`config.mk`:
```
export PLATFORM = sky130hd
export DESIGN_NAME = vision_test_ctrl
export DESIGN_NICKNAME = d
export VERILOG_FILES = /design/src/rtl/vision_test_pkg.sv /design/src/rtl/e_dir_gen.sv /design/src/rtl/vision_test_ctrl.sv
export SDC_FILE = /design/constraint.sdc
export NUM_CORES = 1
export LEC_CHECK = 0
export CAP_MARGIN = 20
export CORE_AREA = 2 2 88 90
export CTS_BUF_LIST = sky130_fd_sc_hd__clkbuf_8
export DETAILED_ROUTE_END_ITERATION = 6
export DIE_AREA = 0 0 90 92
export GPL_TIMING_DRIVEN = 0
export PLACE_DENSITY_LB_ADDON = 0.15
export SYNTH_ARGS = -nofsm -noshare
export SYNTH_HDL_FRONTEND = slang
export SYNTH_HIERARCHICAL = 1
export SYNTH_SLANG_ARGS = --single-unit
```
`constraint.sdc`:
```
create_clock -name i_clk -period 7.85 [get_ports i_clk]
set_clock_uncertainty 0.2 [all_clocks]
set_input_delay 1.57 -clock i_clk [delete_from_list [all_inputs] [get_ports i_clk]]
set_output_delay 1.57 -clock i_clk [all_outputs]
set_load 0.01 [all_outputs]
```
`src/rtl/vision_test_pkg.sv`:
```
// Shared types and constants for the eye-test sequencer.
// Latency: n/a (package only).
// Backpressure: n/a.
package vision_test_pkg;

   // Screen selector values, also driven to the display as o_state.
   typedef enum logic [2:0] {
      ST_IDLE   = 3'd0,
      ST_ACUITY = 3'd1,
      ST_ASTIG  = 3'd2,
      ST_COLOR  = 3'd3,
      ST_RESULT = 3'd4
   } vt_state_t;

   // E orientations as shown on screen and as answered on the keypad.
   localparam logic [1:0] DIR_UP    = 2'd0;
   localparam logic [1:0] DIR_RIGHT = 2'd1;
   localparam logic [1:0] DIR_DOWN  = 2'd2;
   localparam logic [1:0] DIR_LEFT  = 2'd3;

   localparam logic [7:0] LFSR_SEED = 8'h5A;

endpackage

```
`src/rtl/e_dir_gen.sv`:
```
// Pseudo-random E direction source; the new direction never repeats the previous one.
// Latency: o_dir is combinational from the free-running LFSR, valid while i_req is high.
// Backpressure: none; the LFSR advances every cycle regardless of requests.
//
// Ports:
//   i_clk, i_rst   clock, asynchronous active-low reset
//   i_req          a new direction is being taken this cycle
//   i_prev[1:0]    direction currently in use
//   o_dir[1:0]     next direction (equals i_prev when i_req is low)
module e_dir_gen
   import vision_test_pkg::*;
(
   input  logic       i_clk,
   input  logic       i_rst,
   input  logic       i_req,
   input  logic [1:0] i_prev,
   output logic [1:0] o_dir
);

   logic [7:0] lfsr;
   logic [1:0] cand;

   // Fibonacci LFSR, taps 8,6,5,4.
   always_ff @(posedge i_clk or negedge i_rst) begin
      if (!i_rst) begin
         lfsr <= LFSR_SEED;
      end else begin
         lfsr <= {lfsr[6:0], lfsr[7] ^ lfsr[5] ^ lfsr[4] ^ lfsr[3]};
      end
   end

   // Bump a repeated direction by one so consecutive E's always differ.
   always_comb begin
      cand = lfsr[1:0];
      if (cand == i_prev) begin
         cand = cand + 2'd1;
      end
      o_dir = i_req ? cand : i_prev;
   end

endmodule

```
`src/rtl/vision_test_ctrl.sv`:
```
// Eye-test sequencer: acuity staircase, astigmatism and colour questions, result screen.
// Latency: internal update 1 cycle after an input; display registers follow on the next frame pulse.
// Backpressure: answers arriving before the pending screen update is drawn are dropped.
//
// Ports:
//   i_clk, i_rst              clock, asynchronous active-low reset
//   i_frame_start             start-of-vblank pulse; display registers only load here
//   i_start                   begin a test (honoured in IDLE and RESULT)
//   i_key_valid, i_key_dir    direction answer
//   i_yes, i_no               yes/no answer (both at once is ignored)
//   o_size, o_direction       E level and orientation shown
//   o_state, o_done           screen selector, result screen flag
//   o_astigmatism, o_color_result, o_acuity   test results
module vision_test_ctrl
   import vision_test_pkg::*;
#(
   parameter int MAX_LEVEL      = 9,
   parameter int TRIALS         = 3,
   parameter int PASS_COUNT     = 2,
   parameter int TIMEOUT_FRAMES = 300
) (
   input  logic       i_clk,
   input  logic       i_rst,
   input  logic       i_frame_start,
   input  logic       i_start,
   input  logic       i_key_valid,
   input  logic [1:0] i_key_dir,
   input  logic       i_yes,
   input  logic       i_no,
   output logic [3:0] o_size,
   output logic [1:0] o_direction,
   output logic [2:0] o_state,
   output logic       o_done,
   output logic       o_astigmatism,
   output logic       o_color_result,
   output logic [3:0] o_acuity
);

   localparam int TW = $clog2(TIMEOUT_FRAMES + 1);
   localparam int CW = $clog2(TRIALS + 1);

   vt_state_t     state_q, state_d;
   logic [3:0]    level_q, level_d;
   logic [CW-1:0] correct_q, correct_d;
   logic [CW-1:0] wrong_q, wrong_d;
   logic [1:0]    dir_q, dir_d;
   logic [3:0]    acuity_q, acuity_d;
   logic          astig_q, astig_d;
   logic          color_q, color_d;
   logic          pending_q, pending_d;
   logic [TW-1:0] tmo_q, tmo_d;

   logic          dir_req;
   logic [1:0]    new_dir;
   logic          load;
   logic          key_ok;
   logic          tmo_hit;
   logic          yn_ok;

   e_dir_gen u_dir_gen (
      .i_clk  (i_clk),
      .i_rst  (i_rst),
      .i_req  (dir_req),
      .i_prev (dir_q),
      .o_dir  (new_dir)
   );

   // Display registers copy the internal values on the first frame pulse after any change.
   assign load = i_frame_start & pending_q;

   always_comb begin
      state_d   = state_q;
      level_d   = level_q;
      correct_d = correct_q;
      wrong_d   = wrong_q;
      dir_d     = dir_q;
      acuity_d  = acuity_q;
      astig_d   = astig_q;
      color_d   = color_q;
      pending_d = pending_q & ~load;
      tmo_d     = tmo_q;
      dir_req   = 1'b0;

      key_ok  = i_key_valid & ~pending_q & (state_q == ST_ACUITY);
      tmo_hit = i_frame_start & ~pending_q & (state_q == ST_ACUITY) &
                (tmo_q == TW'(TIMEOUT_FRAMES - 1));
      yn_ok   = i_yes ^ i_no;

      // Only frames spent looking at a drawn E count toward the timeout.
      if (load) begin
         tmo_d = '0;
      end else if (i_frame_start && !pending_q && state_q == ST_ACUITY) begin
         tmo_d = tmo_q + TW'(1);
      end

      case (state_q)
         ST_IDLE, ST_RESULT: begin
            if (i_start) begin
               state_d   = ST_ACUITY;
               level_d   = '0;
               correct_d = '0;
               wrong_d   = '0;
               acuity_d  = '0;
               astig_d   = 1'b0;
               color_d   = 1'b0;
               tmo_d     = '0;
               dir_req   = 1'b1;
               dir_d     = new_dir;
               // Set wins over the load-clear so a same-cycle frame pulse still shows the new test.
               pending_d = 1'b1;
            end
         end
         ST_ACUITY: begin
            // A key in the timeout cycle is scored instead of the timeout.
            if (key_ok || tmo_hit) begin
               tmo_d     = '0;
               pending_d = 1'b1;
               if (key_ok && i_key_dir == dir_q) begin
                  if (correct_q == CW'(PASS_COUNT - 1)) begin
                     if (level_q == 4'(MAX_LEVEL)) begin
                        acuity_d = 4'(MAX_LEVEL + 1);
                        state_d  = ST_ASTIG;
                     end else begin
                        level_d   = level_q + 4'd1;
                        correct_d = '0;
                        wrong_d   = '0;
                        dir_req   = 1'b1;
                        dir_d     = new_dir;
                     end
                  end else begin
                     correct_d = correct_q + CW'(1);
                     dir_req   = 1'b1;
                     dir_d     = new_dir;
                  end
               end else begin
                  if (wrong_q == CW'(TRIALS - PASS_COUNT)) begin
                     acuity_d = level_q;
                     state_d  = ST_ASTIG;
                  end else begin
                     wrong_d = wrong_q + CW'(1);
                     dir_req = 1'b1;
                     dir_d   = new_dir;
                  end
               end
            end
         end
         ST_ASTIG: begin
            if (yn_ok) begin
               astig_d   = i_yes;
               state_d   = ST_COLOR;
               pending_d = 1'b1;
            end
         end
         ST_COLOR: begin
            if (yn_ok) begin
               color_d   = i_yes;
               state_d   = ST_RESULT;
               pending_d = 1'b1;
            end
         end
         default: begin
            state_d = ST_IDLE;
         end
      endcase
   end

   always_ff @(posedge i_clk or negedge i_rst) begin
      if (!i_rst) begin
         state_q   <= ST_IDLE;
         level_q   <= '0;
         correct_q <= '0;
         wrong_q   <= '0;
         dir_q     <= DIR_UP;
         acuity_q  <= '0;
         astig_q   <= 1'b0;
         color_q   <= 1'b0;
         pending_q <= 1'b0;
         tmo_q     <= '0;
      end else begin
         state_q   <= state_d;
         level_q   <= level_d;
         correct_q <= correct_d;
         wrong_q   <= wrong_d;
         dir_q     <= dir_d;
         acuity_q  <= acuity_d;
         astig_q   <= astig_d;
         color_q   <= color_d;
         pending_q <= pending_d;
         tmo_q     <= tmo_d;
      end
   end

   always_ff @(posedge i_clk or negedge i_rst) begin
      if (!i_rst) begin
         o_size         <= '0;
         o_direction    <= '0;
         o_state        <= ST_IDLE;
         o_done         <= 1'b0;
         o_astigmatism  <= 1'b0;
         o_color_result <= 1'b0;
         o_acuity       <= '0;
      end else if (load) begin
         o_size         <= level_q;
         o_direction    <= dir_q;
         o_state        <= state_q;
         o_done         <= (state_q == ST_RESULT);
         o_astigmatism  <= astig_q;
         o_color_result <= color_q;
         o_acuity       <= acuity_q;
      end
   end

endmodule

```
==> results of run 1 <==
## final cells by class
type                       instances  share of cell area (%)
multi-input combinational        158                   37.05
timing repair buffer              25                   8.465
tap                              102                   4.232
inverter                           6                  0.7469
buffer                             8                   1.535
clock inverter                     3                   1.535
sequential                        53                   44.15
clock buffer                       5                   2.282
## state kept, by name, indices dropped and copies added (netlist names)
register        cells
tmo_q               9
u_dir_gen/lfsr      8
acuity_q            4
level_q             4
o_acuity            4
o_size              4
o_state             3
state_q             3
correct_q           2
dir_q               2
o_direction         2
wrong_q             2
astig_q             1
color_q             1
o_astigmatism       1
o_color_result      1
o_done              1
pending_q           1
## worst reg2reg max path, cell delays in order, from the launching register on
cell,delay [ns]
dfrtp_1,0.42
clkbuf_1,0.23
nor3b_1,0.93
nand2_1,0.21
a311oi_2,0.59
mux2_4,0.34
mux2_1,0.29
## cells by family (layout without fill, tap and decap cells)
logic type	Yosys count	count (layout)	share of synthesized area, %
buf+inv	14	47	2.733
flops	53	53	52.88
simple gates	76	76	15.96
fa+ha+maj	4	4	1.988
compound gates	40	40	10.78
xor+xnor	14	14	4.870
mux	24	24	10.79
## metal layers
metal  up-vias  track usage (%)  routed length (µm)
met5         -                0                   0
met2        29            20.93                2300
li1        860                -                   -
met1       887            19.25                2679
met3         4            3.205                 157
met4         0            4.359                  45
## cells in the final DEF, fill, tap and decap left out, types with 2 or more instances in the layout
| master | netlist | final |
|---|---|---|
| dfstp_2 | 4 | 4 |
| nand3b_1 | 5 | 5 |
| a31oi_1 | 2 | 2 |
| buf_6 | 2 | 2 |
| dfrtp_1 | 49 | 49 |
| mux2i_1 | 2 | 2 |
| o21ai_0 | 7 | 7 |
| nand2_1 | 21 | 21 |
| xnor2_1 | 4 | 4 |
| and3_1 | 3 | 3 |
| nor2_1 | 16 | 16 |
| nor4b_1 | 2 | 2 |
| inv_1 | 6 | 6 |
| a22o_1 | 3 | 3 |
| nand2b_1 | 3 | 3 |
| xor2_1 | 10 | 10 |
| ha_1 | 4 | 4 |
| o211ai_1 | 2 | 2 |
| mux2_2 | 19 | 19 |
| nor3_1 | 3 | 3 |
| o31ai_1 | 2 | 2 |
| buf_2 | 1 | 2 |
| clkbuf_1 | 5 | 5 |
| a21oi_1 | 13 | 13 |
| clkdlybuf4s50_1 | 0 | 23 |
| o21a_1 | 2 | 2 |
| clkbuf_8 | 0 | 5 |
| mux2_1 | 2 | 2 |
| nand3_1 | 9 | 9 |
## power breakdown
| part | internal [mW] | total [mW] | switching, mW |
|---|---|---|---|
| registers | 0.341 | 0.394 | 0.0530 |
| clock network | 0.0956 | 0.190 | 0.0945 |
| logic | 0.210 | 0.435 | 0.225 |
## worst max path at each step
| stage | startpoint | endpoint | slack [ns] |
|---|---|---|---|
| finish | i_key_valid | dir_q[1] | 3.61 |
| global route | i_key_valid | dir_q[1] | 3.50 |
| CTS | i_key_valid | dir_q[1] | 3.62 |
| detailed placement | i_key_valid | dir_q[1] | 3.29 |
| global placement | i_rst | astig_q | 3.24 |
| floorplan | i_key_valid | dir_q[1] | 4.05 |
## metrics by stage
stage / setup WS [ns] / cell area, µm² / instances
3_3_place_gp: 3.242 / 2885 / 351
2_1_floorplan: 4.050 / 2517 / 225
3_5_place_dp: 3.288 / 2900 / 352
6_report: 3.608 / 3015 / 360
5_1_grt: 3.495 / 3015 / 360
4_1_cts: 3.617 / 3015 / 360
==> impl_metrics.yaml, run 1 <==
yosys:
  synth-edff-count: 0
  synthTopCellsByArea: "dfrtp_1 (49%), mux2_2 (8.5%), dfstp_2 (4.2%)"
  yosys_warnings: 6
  synth_common_cells: "dfrtp_1 (49), nand2_1 (21), mux2_2 (19), nor2_1 (16), a21oi_1 (13)"
  synth.most_common_cell: "dfrtp_1"
  ys.flop_type: "dfrtp_1"
  synth_top_cell_by_area: "dfrtp_1"
  ys_seq_area_share_pct: 52.88
  synthesis.area_mm2: 0.002517
  syn_area_per_cell_um2: 11.19
  synth_top_area_share_pct: 48.71
  yosysUniqueCellTypes: 51
  syn_nets: 238
  synth_cells: 225
  ys_seq_elements: 53
  async_flop_share_pct: 100.0
hold_path:
  hold_path.startpoint: "u_dir_gen/lfsr[2]"
  hold_path_end: "u_dir_gen/lfsr[3]"
  hold_class: "flip-flop to flip-flop"
  holdPathStages: 0
global_route:
  grt_pass1_vias: 1848
  grt_overflow: 0
  grt_pass1_wl_um: 9135
  antenna_found_initial: 0
  track_usage_pct: 13.68
  grt_max_degree: 38
clocking:
  cts_tree: "yes"
  cts_resized: 0
  hold_buffers: 0
  clock_path_buffers: 2
  post_cts_buffers: 0
  cts_htree_levels: 2
  root_buffer: "clkbuf_8"
  cts_inserted_buffers: 5
  clk_latency_ns: 0.31
  path_clk_slew_ns: 0.09
  cts.sinks: 53
setup_path:
  max_stage_delay_ns: 0.59
  crit_path_end_kind: "flip-flop"
  path_delay_family: "simple AND/OR/NAND/NOR gates"
  r2r_start: "state_q[1]"
  r2r_end: "dir_q[1]"
  worstPathCellList: "clkdlybuf4s50_1 > or2b_2 > nor3_1 > nand2_1 > a311oi_2 > mux2_4 > mux2_1"
  required_ns: 7.85
  worstRegToRegCells: 6
  crit_slowest_cell: "a311oi_2"
  start_kind: "input port"
  cp_num_cells: 7
  reg2reg_slack_ns: 4.54
  arrival_ns: 4.24
  cp_max_fo: 6
  critPathKind: "input port to flip-flop"
  crit_buf_inv: 1
floorplan:
  rows: 32
  start_util_pct: 33.80
  die_w_um: 90
  die_h_um: 92
  die-area_mm2: 0.008280
  core_area_mm2: 0.007447
  io_pins: 25
sta:
  setup_tns_ns: 0
  finalHoldWorstSlack_ns: 0.1621
  rsz0062_at_grt: "false"
  finalHoldViolCount: 0
  final-setup-viol-count: 0
  max_slew_margin_pct: 27.98
  tightest_slew_ns: 1.078
  fin_crit_sh_pct: 54.04
  max_freq_ghz: 0.2357
  period_needed_ns: 4.242
  drv_slew: 0
placement:
  place_congestion: 0.7520
  dp_hpwl_um: 3530
  port_buffers: 24
drt:
  drt_iter0_drc: 69
  wirelength_um: 5183
  wire_per_inst_um: 14.40
  viasPerCell: 4.944
  antenna_left: 0
  drc: 0
  vias: 1780
  dr.pass1.iters: 4
run:
  cap_viol_max_count: 0
pwr:
  finalPower_mw: 1.018
  p_leak_nw: 1.328
  power_per_cell_area_mw_per_mm2: 337.7
  peakVddDrop_mv: 0.1572
final_layout:
  multiInputGateArea_mm2: 0.001117
  finalNetCount: 270
  area_growth_pct: 19.78
  fin_util_pct: 40.49
  seqCellArea_mm2: 0.001331
  antenna_cells: 0
  fillers: 757
  layout-drive-gt1-share_pct: 17.05
status:
  status: "complete, no violations"
Power figures use the tool's default switching activity.
==> run 2, diff against run 1 <==
==> constraint.sdc (replaced) <==
create_clock -name i_clk -period 4.4 [get_ports i_clk]
set_clock_uncertainty 0.2 [all_clocks]
set_input_delay 0.88 -clock i_clk [delete_from_list [all_inputs] [get_ports i_clk]]
set_output_delay 0.88 -clock i_clk [all_outputs]
set_load 0.01 [all_outputs]
==> results of run 2 <==
Same layout as run 1 (identical final DEF). Status: complete, no violations.
Main changes from that run: setup slack after placement 3.288 ns -> 0.5283 ns; setup slack after layout 3.608 ns -> 0.8481 ns; register-to-register setup slack 4.54 ns -> 1.09 ns; total power 1.018 mW -> 1.817 mW; worst IR drop on VDD 0.1572 mV -> 0.2805 mV
==> run 3, diff against run 2 <==
==> constraint.sdc (replaced) <==
create_clock -name i_clk -period 3.1 [get_ports i_clk]
set_clock_uncertainty 0.2 [all_clocks]
set_input_delay 0.62 -clock i_clk [delete_from_list [all_inputs] [get_ports i_clk]]
set_output_delay 0.62 -clock i_clk [all_outputs]
set_load 0.01 [all_outputs]
==> run 3 against run 2 <==
  * Non-clock buffer count rose by 1
  * Worst hold slack got worse by 0.13 ns
  * Via count fell by 1.6%
  * Die area did not move
  * Worst setup slack got worse by 0.80 ns
  * Routed wire length fell by 0.33%
  * Combinational power rose by 48%
  * Critical endpoint unchanged
  * Largest power group unchanged
==> impl_metrics.yaml, run 3 (same netlist as run 1, synthesis figures left out) <==
status:
  status: "complete, no violations"
global_route:
  grt_pass1_vias: 1841
  grt_pass1_wl_um: 9197
  antenna_found_initial: 0
  grt_max_degree: 38
  grt_overflow: 0
  track_usage_pct: 13.78
pwr:
  power_frac_seq_pct: 37.9
  power_per_cell_area_mw_per_mm2: 852.2
  clkPwrFrac_pct: 18.2
  switching_share_pct: 36.28
  p_comb_share_pct: 43.9
  power.internal_mw: 1.673
  p_leak_nw: 1.357
  switchingPower_mw: 0.9529
  peakVddDrop_mv: 0.4005
placement:
  dpl.cell_count: 352
  place_congestion: 0.7520
  port_buffers: 24
  dp_hpwl_um: 3530
setup_path:
  max_stage_delay_ns: 0.57
  required_ns: 3.09
  arrival_ns: 3.04
  start_kind: "flip-flop"
  worstPathCellList: "or4b_4 > or4_4 > a21bo_4 > a311oi_4 > mux2_4 > mux2_1"
  cp_max_fo: 5
  crit_slowest_cell: "or4_4"
  critPathKind: "flip-flop to flip-flop"
  reg2reg_slack_ns: 0.05
  crit_path_end_kind: "flip-flop"
floorplan:
  die_w_um: 90
  rows: 32
  die-area_mm2: 0.008280
  io_pins: 25
  start_util_pct: 33.80
  core_area_mm2: 0.007447
  die_h_um: 92
drt:
  viasPerCell: 4.850
  wire_per_inst_um: 14.31
  drc: 0
  antenna_left: 0
  vias: 1751
  drt_iter0_drc: 47
  dr.pass1.iters: 4
  wirelength_um: 5166
clocking:
  cts_htree_levels: 2
  cts_inserted_buffers: 5
  path_clk_slew_ns: 0.09
  cts_tree: "yes"
  cts.sinks: 53
  clk_latency_ns: 0.31
  clock_path_buffers: 2
  hold_buffers: 0
  root_buffer: "clkbuf_8"
sta:
  max_slew_margin_pct: 58.02
  finalHoldWorstSlack_ns: 0.02801
  drv_slew: 0
  setup_tns_ns: 0
  rsz0062_at_grt: "true"
  period_needed_ns: 3.051
  final-setup-viol-count: 0
  max_freq_ghz: 0.3278
  fin_crit_sh_pct: 98.42
  tightest_slew_ns: 0.6297
  finalHoldViolCount: 0
final_layout:
  fillers: 749
  layout-drive-gt1-share_pct: 20.46
  top_regs: "tmo_q x9, u_dir_gen/lfsr x8"
  final_common_cell: "dfrtp_1"
  mostFrequentLayoutCells: "dfrtp_1 (49), clkdlybuf4s50_1 (23), nand2_1 (21), mux2_2 (19), nor2_1 (16)"
  top_register: "tmo_q"
  area_growth_pct: 22.42
  antenna_cells: 0
  finalNetCount: 271
  stdcell_count: 361
  largest_reg_flops: 9
hold_path:
  hold_class: "input port to asynchronous set/reset pin"
run:
  cap_viol_max_count: 0
==> run 3: power groups by stage <==
stage / logic, mW / clock network (mW) / registers (mW)
2_1_floorplan: 0.709 / 0 / 1.02
3_3_place_gp: 1.10 / 0 / 1.01
3_5_place_dp: 1.11 / 0 / 1.01
4_1_cts: 1.17 / 0.494 / 0.999
5_1_grt: 1.29 / 0.522 / 1.03
6_report: 1.15 / 0.478 / 0.996
==> run 3: worst paths after layout <==
path | start | end | depth (start not counted)
hold / removal | i_rst | u_dir_gen/lfsr[5] | 1
min in group i_clk | u_dir_gen/lfsr[2] | u_dir_gen/lfsr[3] | 0
setup / recovery | tmo_q[4] | dir_q[1] | 6
setup reg to reg | tmo_q[4] | dir_q[1] | 6
max in group asynchronous | i_rst | u_dir_gen/lfsr[3] | 2
hold reg to reg | u_dir_gen/lfsr[2] | u_dir_gen/lfsr[3] | 0
==> run 3: what timing repair did <==
action,CTS,global route
pin swaps,1,1
gates resized for setup,8,2
setup endpoints to repair,2,2
setup buffers,1,1
==> run 3: metrics by stage <==
stage                     worst slack (ns)  total power [mW]  instance area [µm²]  util [%]
final                              0.04891             2.626                 3082     41.38
after global routing              -0.03962             2.847                 3082     41.38
after CTS                        -0.009018             2.667                 3065     41.16
after detailed placement           -0.5117             2.121                 2900     38.94
after global placement             -0.5579             2.111                 2885     38.74
after floorplan                     0.1565             1.728                 2517         -
==> run 3: routing by layer <==
metal	vias to the layer above	global-route usage [%]	share of wire [%]
li1	863	-	-
met1	852	19.46	51
met2	29	20.86	44
met3	7	3.205	3.9
met4	0	4.744	1.1
met5	-	0	0
==> run 3: layout make-up <==
type / count / area, µm² / area share, %
sequential: 53 / 1331 / 43.20
multi-input combinational: 158 / 1172 / 38.04
timing repair buffer: 27 / 270.3 / 8.770
tap: 102 / 127.6 / 4.141
clock buffer: 5 / 68.82 / 2.233
clock inverter: 3 / 46.29 / 1.502
buffer: 7 / 42.54 / 1.380
inverter: 6 / 22.52 / 0.7308
==> run 3: worst max-delay path: cells and delay by family, from the launching register on <==
family | cells | cell delay (ns)
multiplexers | 2 | 0.62
flip-flops | 1 | 0.42
AO/OA/AOI/OAI | 2 | 0.58
AND/OR/NAND/NOR | 2 | 1.12
